--- src/rtl/fetch_stage.sv ---
// Instruction-fetch stage of the pipelined RV32I core.
// Holds the program counter, drives the instruction-memory address and
// captures the returned word into the IF/ID pipeline register for decode.
// Execute-stage redirects squash the wrong-path fetch, and stall/flush
// requests from the hazard unit are applied here. The stage also counts
// instructions delivered to decode.
module fetch_stage #(
   parameter int                      ADDR_WIDTH = 32,
   parameter int                      DATA_WIDTH = 32,
   parameter logic [ADDR_WIDTH-1:0]   RESET_PC   = 32'h0000_0000,
   parameter logic [DATA_WIDTH-1:0]   NOP_INSTR  = 32'h0000_0013
) (
   input  logic                  clk,
   input  logic                  reset,
   input  logic                  stall_f,
   input  logic                  stall_d,
   input  logic                  flush_d,
   input  logic                  pc_src_e,
   input  logic [ADDR_WIDTH-1:0] pc_target_e,
   output logic [ADDR_WIDTH-1:0] instr_addr,
   input  logic [DATA_WIDTH-1:0] instr,
   output logic [DATA_WIDTH-1:0] instr_d,
   output logic [ADDR_WIDTH-1:0] pc_d,
   output logic [ADDR_WIDTH-1:0] pc_plus4_d,
   output logic                  valid_d,
   output logic                  misaligned_d,
   output logic [31:0]           fetch_count
);

   logic [ADDR_WIDTH-1:0] pc_f;
   logic [ADDR_WIDTH-1:0] pc_plus4_f;
   logic                  misaligned_f;
   logic                  bubble_d;
   logic                  load_d;

   // Memory is addressed straight from the PC register. The +4 wraps
   // naturally at the top of the address space.
   assign instr_addr   = pc_f;
   assign pc_plus4_f   = pc_f + ADDR_WIDTH'(4);
   assign misaligned_f = (pc_f[1:0] != 2'b00);

   // A resolved redirect squashes the instruction fetched this cycle,
   // because that instruction came from the wrong path.
   assign bubble_d = flush_d | pc_src_e;
   assign load_d   = ~bubble_d & ~stall_d;

   // PC update: a redirect beats a stall, and a stall beats sequential fetch.
   always_ff @(posedge clk) begin
      if (reset) begin
         pc_f <= RESET_PC;
      end else if (pc_src_e) begin
         pc_f <= pc_target_e;
      end else if (!stall_f) begin
         pc_f <= pc_plus4_f;
      end
   end

   // IF/ID register: a bubble beats a hold, and a hold beats a load.
   always_ff @(posedge clk) begin
      if (reset || bubble_d) begin
         instr_d      <= NOP_INSTR;
         pc_d         <= '0;
         pc_plus4_d   <= '0;
         valid_d      <= 1'b0;
         misaligned_d <= 1'b0;
      end else if (load_d) begin
         instr_d      <= instr;
         pc_d         <= pc_f;
         pc_plus4_d   <= pc_plus4_f;
         valid_d      <= 1'b1;
         misaligned_d <= misaligned_f;
      end
   end

   // Count only the cycles where a real instruction enters IF/ID.
   always_ff @(posedge clk) begin
      if (reset) begin
         fetch_count <= '0;
      end else if (load_d) begin
         fetch_count <= fetch_count + 32'd1;
      end
   end

endmodule

--- config.mk ---
export PLATFORM = sky130hd
export DESIGN_NAME = fetch_stage
export DESIGN_NICKNAME = d
export VERILOG_FILES = /design/src/rtl/fetch_stage.sv
export SDC_FILE = /design/constraint.sdc
export NUM_CORES = 1
export LEC_CHECK = 0
export ABC_AREA = 1
export CORE_UTILIZATION = 47
export CTS_CLUSTER_DIAMETER = 50
export DETAILED_ROUTE_END_ITERATION = 10
export GPL_ROUTABILITY_DRIVEN = 0
export GPL_TIMING_DRIVEN = 0
export HOLD_SLACK_MARGIN = 0.12
export PLACE_DENSITY = 0.81
export SLEW_MARGIN = 5
export SYNTH_ARGS = -nofsm -noshare
export SYNTH_HDL_FRONTEND = slang
export SYNTH_SLANG_ARGS = --single-unit
--- constraint.sdc ---
create_clock -name clk -period 1.85 [get_ports clk]
set_clock_uncertainty 0.15 [all_clocks]
set_input_delay 0.185 -clock clk [delete_from_list [all_inputs] [get_ports clk]]
set_output_delay 0.185 -clock clk [all_outputs]
set_load 0.01 [all_outputs]
==> impl_results.md <==
- Status: finished, final reports clean
- Area contributors post-synth: dfxtp_1 (43%), nand2_1 (13%), nor2_1 (11%), o21ai_0 (7.9%), inv_1 (5.9%)
- N_diodes: 0
- Gr ovfl total: 0
- Pwr per Cell Area: 774.3 mW/mm^2
- Crit start category: register
- Critical path arrival: 1.49 ns
- Clk pwr share: 0.455
- Critical path buffers and inverters: 1
- Syn_area_per_cell: 6.756 sq um
- Crit-path cells: clkdlybuf4s50_1
- Initial core utilization: 0.4844
- Pleak: around 0.0044 uW
- Initial antenna violation count: 0
- Clk Latency, worst-skew pair: 0.43 ns
- Max-cap violations: 0
- Largest net degree at the start of global routing: 17
- Clk buf depth: 2
- Top Family by Delay on Critical Path: buffers and inverters
- Internal power: 6376 uW
- Seq pwr share: 0.437
- DRC: 0
- HP Class: in2reg
- Sw Ratio: 0.2372
- Top-count cell post-synth: nand2_1
- Vias in the first global route: ~7,700
- Routed Wire Length: 24,940 microns
- Share of post-route cells with drive strength above 1: 0.08772
- Reg clk slew, reported paths: 0.06 ns
- Sink Count: 160
- Mapped Cells: ~1,100
- Worst Setup End Kind: output pin
- Clock root cell: clkbuf_16
- DIE AREA: around 0.016 sq mm
- Seq/Total Area, Yosys: 0.4318
- TritonCTS clock tree: done
- Area delta synth->final: 45.51%
- Crit Path Category: reg2out
- Syn nets: 1,170
- Share of Yosys cell area claimed by the top area cell type: 0.4318
- Fill count: approximately 1,300
- RSZ-0062 raised after global routing: yes
- Die Wd: approximately 130 microns
- H-tree depth: 4
- Final nets: 1,428
- WL/cell: 15.79 microns
- I/O Buffers: 229
- Worst slack, placed: -0.4987 ns
- Final Cycle Share: 0.9842
- Critical path's slowest cell: clkdlybuf4s50_1
- Comb pwr share: 0.108
- Final ANT Viol Nets: 0
- Post-synthesis async set-or-reset flop share: 0
- Footprint of the multi-input gates: 0.003601 sq mm
- Ys flop type: dfxtp_1
- CP Data Required Time: between 1.5 and 2 ns
- Synth cell count leaders: nand2_1 (252), nor2_1 (219), dfxtp_1 (160)
- Slew margin rel.: 0.5517
- Worst-Margin Slew: 0.6724 ns
- Drt first pass iters: 5
- First-pass GRT wire length: around 39,000 microns
- Synth Warn #: 0
- EDFF count, synth: 0
- Max Clk Rate: 549.2 MHz
- Netlist cell types: 39
- Worst-path fanout max: 5
- Slew Viols, Final: 0
- Die Y: 127.6 microns
- Num CTS Buffers: 17
- Worst VDD drop: just under 0.9 mV
- Initial DRC count: 794
- Crit path time final: 1.821 ns
- Crit-path max cell delay: 0.63 ns
- Mapped Area: 0.007418 sq mm
- Final worst setup slack: 0.02927 ns
- FF+latch area: 0.003233 sq mm
- Worst R2R Setup Slack: 0.06 ns
- Area leader, netlist: dfxtp_1
- #FFs+latches synth: 160
- Total number of vias: 8,104
- # IOs: approximately 230
- Avg Vias per Cell: 5.132
- DP HPWL: 18,150 microns
- Rows: 45
- Setup violators final: 0
- Hold Slack: 0.1440 ns
- Gr usage total: 0.3104
- Sw power: 1982 uW
- Final Hold Fails: 0
- Core area: approximately 0.015 sq mm
-- area by class of cell --
| class | instances | area share |
|---|---|---|
| multi-input combinational | 768 | 0.3336 |
| sequential | 160 | 0.2995 |
| timing repair buffer | 239 | 0.2205 |
| clock buffer | 22 | 0.04486 |
| inverter | 121 | 0.04208 |
| tap | 211 | 0.02446 |
| buffer | 49 | 0.02063 |
| clock inverter | 9 | 0.01437 |
-- state kept, by name, summed over array words and instances, names as in the netlist --
| register | cells |
|---|---|
| fetch_count | 32 |
| instr_addr | 32 |
| instr_d | 32 |
| misaligned_d | 1 |
| pc_d | 32 |
| pc_plus4_d | 30 |
| valid_d | 1 |
-- through the flow --
stage	total power [uW]	util	std cells	instance area, sq um	TNS, ns
2_1_floorplan	4076	-	1098	7418	0
3_3_place_gp	4573	0.6513	1538	9975	-30.48
3_5_place_dp	4586	0.6513	1538	9975	-31.57
4_1_cts	8356	0.6965	1573	10670	0
5_1_grt	8630	0.7048	1579	10790	-0.09112
6_report	8358	0.7048	1579	10790	0
-- power groups by stage --
stage	Sequential, uW	Clock (uW)	Combinational, uW
after floorplan	3740	0	331
after global placement	3720	0	854
after detailed placement	3720	0	866
after CTS	3650	3830	881
after global routing	3660	3990	975
final	3650	3810	899
-- placed cells by master, fill, tap and decap left out, drive strengths merged, types with 4 or more instances in the layout --
cell           netlist  routed
nor2               236     236
o21ai              122     122
inv                120     120
nand2              260     260
buf                 16      22
clkdlybuf4s50        0     228
a21oi               73      73
nand3               30      30
bufinv               0       4
clkbuf              33      55
xor2                15      15
a31oi                8       8
nand4                5       5
dlygate4sd3          0       4
dfxtp              160     160
clkinv               1       5
-- routing by layer --
| metal | vias up | wire [microns] | GRT usage |
|---|---|---|---|
| met1 | 3681 | 10530 | 0.3881 |
| met4 | 0 | 723 | 0.1190 |
| met3 | 51 | 2614 | 0.1064 |
| li1 | 3954 | - | - |
| met5 | - | 0 | 0 |
| met2 | 418 | 11070 | 0.4934 |
-- final timing paths --
| check | from | end | depth (start not counted) |
|---|---|---|---|
| setup / recovery | instr_addr[14] | instr_addr[14] | 1 |
| hold / removal | pc_src_e | pc_plus4_d[31] | 6 |
| setup reg to reg | fetch_count[1] | fetch_count[2] | 4 |
| hold reg to reg | instr_d[1] | instr_d[1] | 2 |
-- timing repair --
| item | CTS | global route |
|---|---|---|
| hold endpoints to repair | 10 | 0 |
| buffers inserted | 0 | 6 |
| pin swaps | 1 | 6 |
| hold buffers | 4 | 0 |
| gates resized for setup | 7 | 37 |
| setup endpoints to repair | 38 | 47 |
-- logic make-up after synthesis --
logic type,count (synthesis),share of synthesized area
AND/OR/NAND/NOR,538,0.3049
AO/OA/AOI/OAI,210,0.1459
buffers and inverters,170,0.09074
flip-flops,160,0.4318
XOR/XNOR,18,0.02328
adder cells (fa/ha/maj),2,0.003373
Power figures use the tool's default switching activity.
